===== src/rtl/enet_cfg_hub.sv =====
// Config-bus hub for NUM_CH Ethernet MAC channels: window decode, stall/ack
// handshake, read-data mux, per-channel station MAC and sticky masked IRQs.
module enet_cfg_hub #(
    parameter int          NUM_CH             = 2,
    parameter int          CH_ADDR_BITS       = 16,
    parameter logic [15:0] DEFAULT_MAC_ADDR_H = 16'h0000,
    parameter logic [31:0] DEFAULT_MAC_ADDR_L = 32'h0000_0000
) (
    input  logic                     clk_i,
    input  logic                     rst_i,
    input  logic [31:0]              cfg_addr_i,
    input  logic [31:0]              cfg_data_wr_i,
    input  logic                     cfg_stb_i,
    input  logic                     cfg_we_i,
    output logic [31:0]              cfg_data_rd_o,
    output logic                     cfg_ack_o,
    output logic                     cfg_stall_o,
    output logic [NUM_CH-1:0]        ch_wr_o,
    output logic [CH_ADDR_BITS-1:0]  ch_addr_o,
    output logic [31:0]              ch_data_wr_o,
    input  logic [32*NUM_CH-1:0]     ch_tx_rd_i,
    input  logic [32*NUM_CH-1:0]     ch_rx_rd_i,
    input  logic [32*NUM_CH-1:0]     ch_ram_rd_i,
    input  logic [NUM_CH-1:0]        ch_busy_i,
    input  logic [NUM_CH-1:0]        ch_gie_i,
    input  logic [NUM_CH-1:0]        ch_tx_irq_i,
    input  logic [NUM_CH-1:0]        ch_rx_irq_i,
    input  logic [NUM_CH-1:0]        ch_mac_set_i,
    input  logic [48*NUM_CH-1:0]     ch_mac_addr_i,
    output logic [48*NUM_CH-1:0]     mac_addr_o,
    output logic                     intr_o
);

    localparam logic [47:0] MAC_BASE = {DEFAULT_MAC_ADDR_H, DEFAULT_MAC_ADDR_L};

    logic                    hub_hit;
    logic [1:0]              sel;
    logic                    ch_hit;
    logic [31:0]             off32;
    logic                    sel_busy;
    logic                    accept;
    logic                    ram_hit;
    logic [31:0]             rd_mux;
    logic [31:0]             ram_mux;
    logic                    ack_q;
    logic                    ram_q;
    logic [1:0]              sel_q;
    logic [31:0]             data_q;
    logic [NUM_CH-1:0]       status_q;
    logic [NUM_CH-1:0]       mask_q;
    logic [NUM_CH-1:0]       src;
    logic [NUM_CH-1:0]       w1c;
    logic [47:0]             mac_q [NUM_CH];
    logic                    unused_addr_hi;

    assign hub_hit        = cfg_addr_i[CH_ADDR_BITS+2];
    assign sel            = cfg_addr_i[CH_ADDR_BITS+1:CH_ADDR_BITS];
    assign ch_hit         = !hub_hit && (int'(sel) < NUM_CH);
    assign off32          = 32'(cfg_addr_i[CH_ADDR_BITS-1:0]);
    assign unused_addr_hi = ^cfg_addr_i[31:CH_ADDR_BITS+3];

    assign ch_addr_o    = cfg_addr_i[CH_ADDR_BITS-1:0];
    assign ch_data_wr_o = cfg_data_wr_i;

    assign ram_hit = ch_hit && ((off32 >= 32'h1000 && off32 <= 32'h16FF) ||
                                (off32 >= 32'h1800 && off32 <= 32'h1EFF));

    // Channel-side mux on the live address; hub and unmapped override below.
    always_comb begin
        sel_busy = 1'b0;
        rd_mux   = 32'h0;
        for (int c = 0; c < NUM_CH; c++) begin
            if (sel == 2'(c)) begin
                sel_busy = ch_busy_i[c];
                rd_mux   = (off32 < 32'h1000) ? ch_tx_rd_i[32*c +: 32]
                                              : ch_rx_rd_i[32*c +: 32];
            end
        end
        if (hub_hit) begin
            case (cfg_addr_i[7:0])
                8'h00:   rd_mux = 32'(status_q);
                8'h04:   rd_mux = 32'(mask_q);
                default: rd_mux = 32'h0;
            endcase
        end else if (!ch_hit) begin
            rd_mux = 32'h0;
        end
    end

    assign cfg_stall_o = ack_q | (ch_hit & sel_busy);
    assign accept      = cfg_stb_i & ~cfg_stall_o;

    always_comb begin
        ch_wr_o = '0;
        for (int c = 0; c < NUM_CH; c++)
            ch_wr_o[c] = accept & cfg_we_i & ch_hit & (sel == 2'(c));
    end

    always_comb begin
        ram_mux = 32'h0;
        for (int c = 0; c < NUM_CH; c++)
            if (sel_q == 2'(c))
                ram_mux = ch_ram_rd_i[32*c +: 32];
    end

    assign cfg_ack_o     = ack_q;
    assign cfg_data_rd_o = (ack_q & ram_q) ? ram_mux : data_q;

    assign src = ch_gie_i & (ch_tx_irq_i | ch_rx_irq_i);
    assign w1c = (accept & cfg_we_i & hub_hit & (cfg_addr_i[7:0] == 8'h00))
                 ? cfg_data_wr_i[NUM_CH-1:0] : '0;

    always_ff @(posedge clk_i or posedge rst_i) begin
        if (rst_i) begin
            ack_q    <= 1'b0;
            ram_q    <= 1'b0;
            sel_q    <= 2'b00;
            data_q   <= 32'h0;
            status_q <= '0;
            mask_q   <= '0;
            intr_o   <= 1'b0;
        end else begin
            ack_q <= accept;
            if (accept) begin
                data_q <= rd_mux;
                ram_q  <= ram_hit;
                sel_q  <= sel;
            end
            if (accept & cfg_we_i & hub_hit & (cfg_addr_i[7:0] == 8'h04))
                mask_q <= cfg_data_wr_i[NUM_CH-1:0];
            // A new source event beats a same-cycle clear.
            status_q <= src | (status_q & ~w1c);
            intr_o   <= |(status_q & mask_q);
        end
    end

    always_ff @(posedge clk_i or posedge rst_i) begin
        if (rst_i) begin
            for (int c = 0; c < NUM_CH; c++)
                mac_q[c] <= MAC_BASE + 48'(c);
        end else begin
            for (int c = 0; c < NUM_CH; c++)
                if (ch_mac_set_i[c])
                    mac_q[c] <= ch_mac_addr_i[48*c +: 48];
        end
    end

    always_comb begin
        mac_addr_o = '0;
        for (int c = 0; c < NUM_CH; c++)
            mac_addr_o[48*c +: 48] = mac_q[c];
    end

endmodule


===== config.mk =====
export PLATFORM = sky130hd
export DESIGN_NAME = enet_cfg_hub
export DESIGN_NICKNAME = d
export VERILOG_FILES = /design/src/rtl/enet_cfg_hub.sv
export SDC_FILE = /design/constraint.sdc
export NUM_CORES = 1
export LEC_CHECK = 0
export BUFFER_PORTS_ARGS = -buffer_cell sky130_fd_sc_hd__buf_2
export CORE_AREA = 2 2 210 212
export CTS_CLUSTER_SIZE = 10
export DETAILED_ROUTE_END_ITERATION = 10
export DIE_AREA = 0 0 212 214
export SLEW_MARGIN = 20
export SYNTH_ARGS = -nofsm -noshare
export SYNTH_HDL_FRONTEND = slang
export SYNTH_SLANG_ARGS = --single-unit

===== constraint.sdc =====
create_clock -name clk_i -period 4.3 [get_ports clk_i]
set_input_delay 0.215 -clock clk_i [delete_from_list [all_inputs] [get_ports clk_i]]
set_output_delay 0.215 -clock clk_i [all_outputs]
set_load 0.01 [all_outputs]

==> out/results.ini <==
[route]
wirelength_um = 27000
drtAntennaViolNets = 0
drc = 0
avgRoutedWirePerCell_um = 15.9
num_vias = 6665
drtIter0Drc = 278
drtPass1Iterations = 4
viasPerCell = 3.94

[synth]
yosysWarningCount = 0
synth_fp_nets = 956
avgSynthCellArea_um2 = 11.9
synth_area_um2 = 7030
syn_inst = 590
synth_cell_type_count = 30
synth-edff-count = 0
synthFlopType = dfrtp_1
synth_async_sr_flop_share_pct = 100
ys_ff_latch = 137
seq_area_frac_synth_pct = 48.8

[global_routing]
grtUsageTotal_pct = 11.6
grt_pass1_vias = 7146
grt_use_met3_pct = 4.00
use_met2_pct = 20.1
grt_max_degree = 90
grt_pass1_wl_um = 39100
met1_usage_pct = 12.2
antenna_found_initial = 4
grt_busiest_layer = met2
overflow = 0

[timing]
finalCriticalPeriod_ns = 2.50
tns_ns = 0
setup_violations = 0
final-hold-violation-count = 0
holdWs_ns = 0.0409
finalMaxSlewViolations = 0
fmax_ghz = 0.401
maxSlewHeadroom_pct = 29.4
skew_ns = 0.00923
rsz0062_at_grt = false
finalCritPeriodShare_pct = 58.1
tightest_slew_ns = 1.06
setup_ws_ns = 1.80

[clock_network]
cts-buffers-inserted = 17
insertion_delay_ns = 0.43
cts_root_buf = clkbuf_16
cts.sinks = 137
clock_path_buffers = 2
post_cts_buffers = 0
tritoncts = built
path_clk_slew_ns = 0.06
cts_max_level = 4

[floorplan]
rows = 76
core_area_um2 = 42900
ioPinCount = 547
start_util_pct = 16.4
die_h_um = 214
die_x_um = 212
die_area_um2 = 45400

[power_and_ir_drop]
p_sw_share_pct = 28.1
comb_power_share_pct = 20.5
p_leak_nw = 5.25
ir_drop_uv = 299
power_density_nw_per_um2 = 330
p_total_mw = 3.68
seq_power_share_pct = 40.6
clockPowerShare_pct = 39.0
p_switching_mw = 1.03
p_int_mw = 2.65

[critical_path]
r2r_cells = 5
cp.required_ns = 4.09
crit_fanout = 22
worst_setup_path_start_kind = flip-flop
criticalPathCategory = reg2out
end_kind = output pin
worstPathArrival_ns = 2.28

[place]
place_area_um2 = 9650
gp_congestion = 0.786
dp.final_hpwl_um = 20100
pre_cts_ws_ns = 2.08
dp_cells = 1567
portBuffers = 471

[final_layout]
drive_above_1_share_pct = 56.2
layout.nets = 1459
utilization_pct = 26.0
fin_cells = 1692
final_area_um2 = 11100
synthToLayoutAreaGrowth_pct = 58.7

[worst_hold_path]
whs_path_depth = 3
hp-class = in2reg

[status]
status = complete, no violations

[job]
maxCapViolCount = 0

power by group through the flow:
stage	Clock, mW	Combinational [mW]	Sequential [mW]
after floorplan	0	0.344	1.53
after global routing	1.55	0.817	1.51
after CTS	1.51	0.756	1.49
after detailed placement	0	0.692	1.51
after global placement	0	0.682	1.51
final	1.43	0.752	1.49
synthesized netlist by cell type (all sizes together) (2+ instances only):
cell type	instances	share of area, %
mux2	101	16
nand3	4	0.28
mux4	2	0.64
nor2	5	0.30
clkbuf	14	0.75
o21ai	35	2.5
a31oi	2	0.18
mux2i	93	13
inv	4	0.21
o31ai	3	0.32
buf	73	7.6
nand2	75	4.0
nor3	2	0.14
dfrtp	136	48
o221ai	30	3.7
nor4	2	0.18
path summary, 6_finish.rpt:
path	from	end	slack [ns]
setup / recovery	sel_q[0]	cfg_data_rd_o[29]	1.80
hold / removal	ch_rx_irq_i[0]	status_q[0]	0.04
setup reg to reg	cfg_ack_o	data_q[22]	2.68
hold reg to reg	data_q[23]	data_q[23]	0.49
max in group asynchronous	rst_i	mac_addr_o[48]	3.04
min in group asynchronous	rst_i	mac_addr_o[79]	0.39
cells by family after synthesis:
| family | after synthesis | synth area share, % |
|---|---|---|
| AOI/OAI and AO/OA | 72 | 6.98 |
| buffers and inverters | 91 | 8.51 |
| DFF | 137 | 48.8 |
| muxes | 196 | 30.1 |
| and+or+nand+nor | 94 | 5.61 |
cell type report:
| class | instances | area [um2] |
|---|---|---|
| sequential | 137 | 3430 |
| timing repair buffer | 571 | 3370 |
| clock buffer | 21 | 460 |
| multi-input combinational | 362 | 3020 |
| tap | 585 | 732 |
| clock inverter | 11 | 109 |
| fill | 4514 | 31700 |
| antenna | 1 | 2.50 |
| inverter | 4 | 20.0 |
critical path: stages, from the launching register on:
cell and delay [ns]:
dfrtp_2 0.85, mux2i_1 0.24, o21ai_0 0.47, buf_2 0.24
layout by cell type (no fill, tap or decap), types with 2 or more instances in the layout:
cell type | synthesis | layout
clkinvlp_4 | 0 | 4
buf_2 | 13 | 471
mux4_2 | 2 | 2
o21ai_0 | 35 | 35
clkbuf_16 | 0 | 17
nor3_1 | 2 | 2
nand2_1 | 75 | 75
buf_4 | 52 | 6
inv_1 | 3 | 2
o221ai_1 | 30 | 30
a31oi_1 | 2 | 2
mux2i_1 | 93 | 93
nand3_1 | 4 | 4
o31ai_1 | 3 | 3
buf_12 | 0 | 3
clkbuf_8 | 0 | 2
mux2_2 | 101 | 101
inv_6 | 0 | 6
clkbuf_1 | 14 | 2
nor2_1 | 4 | 4
dlygate4sd3_1 | 0 | 91
dfrtp_1 | 136 | 135
timing repair:
item / 4_1_cts / 5_1_grt
gates resized for setup: 0 / 0
hold endpoints to repair: 138 / 0
hold buffers: 91 / 0
state kept, by name (all words and copies together), names as in the netlist:
register and flops:
mask_q 2, data_q 32, status_q 2, ram_q 1, mac_addr_o 96, sel_q 2, intr_o 1, cfg_ack_o 1
per-layer routing:
layer	up-vias	wire [um]	share of wire, %
met1	3165	10400	39
li1	3079	-	-
met5	-	30	0.11
met3	59	2250	8.4
met2	358	13100	49
met4	4	1160	4.3
(Power assumes the default switching activity.)
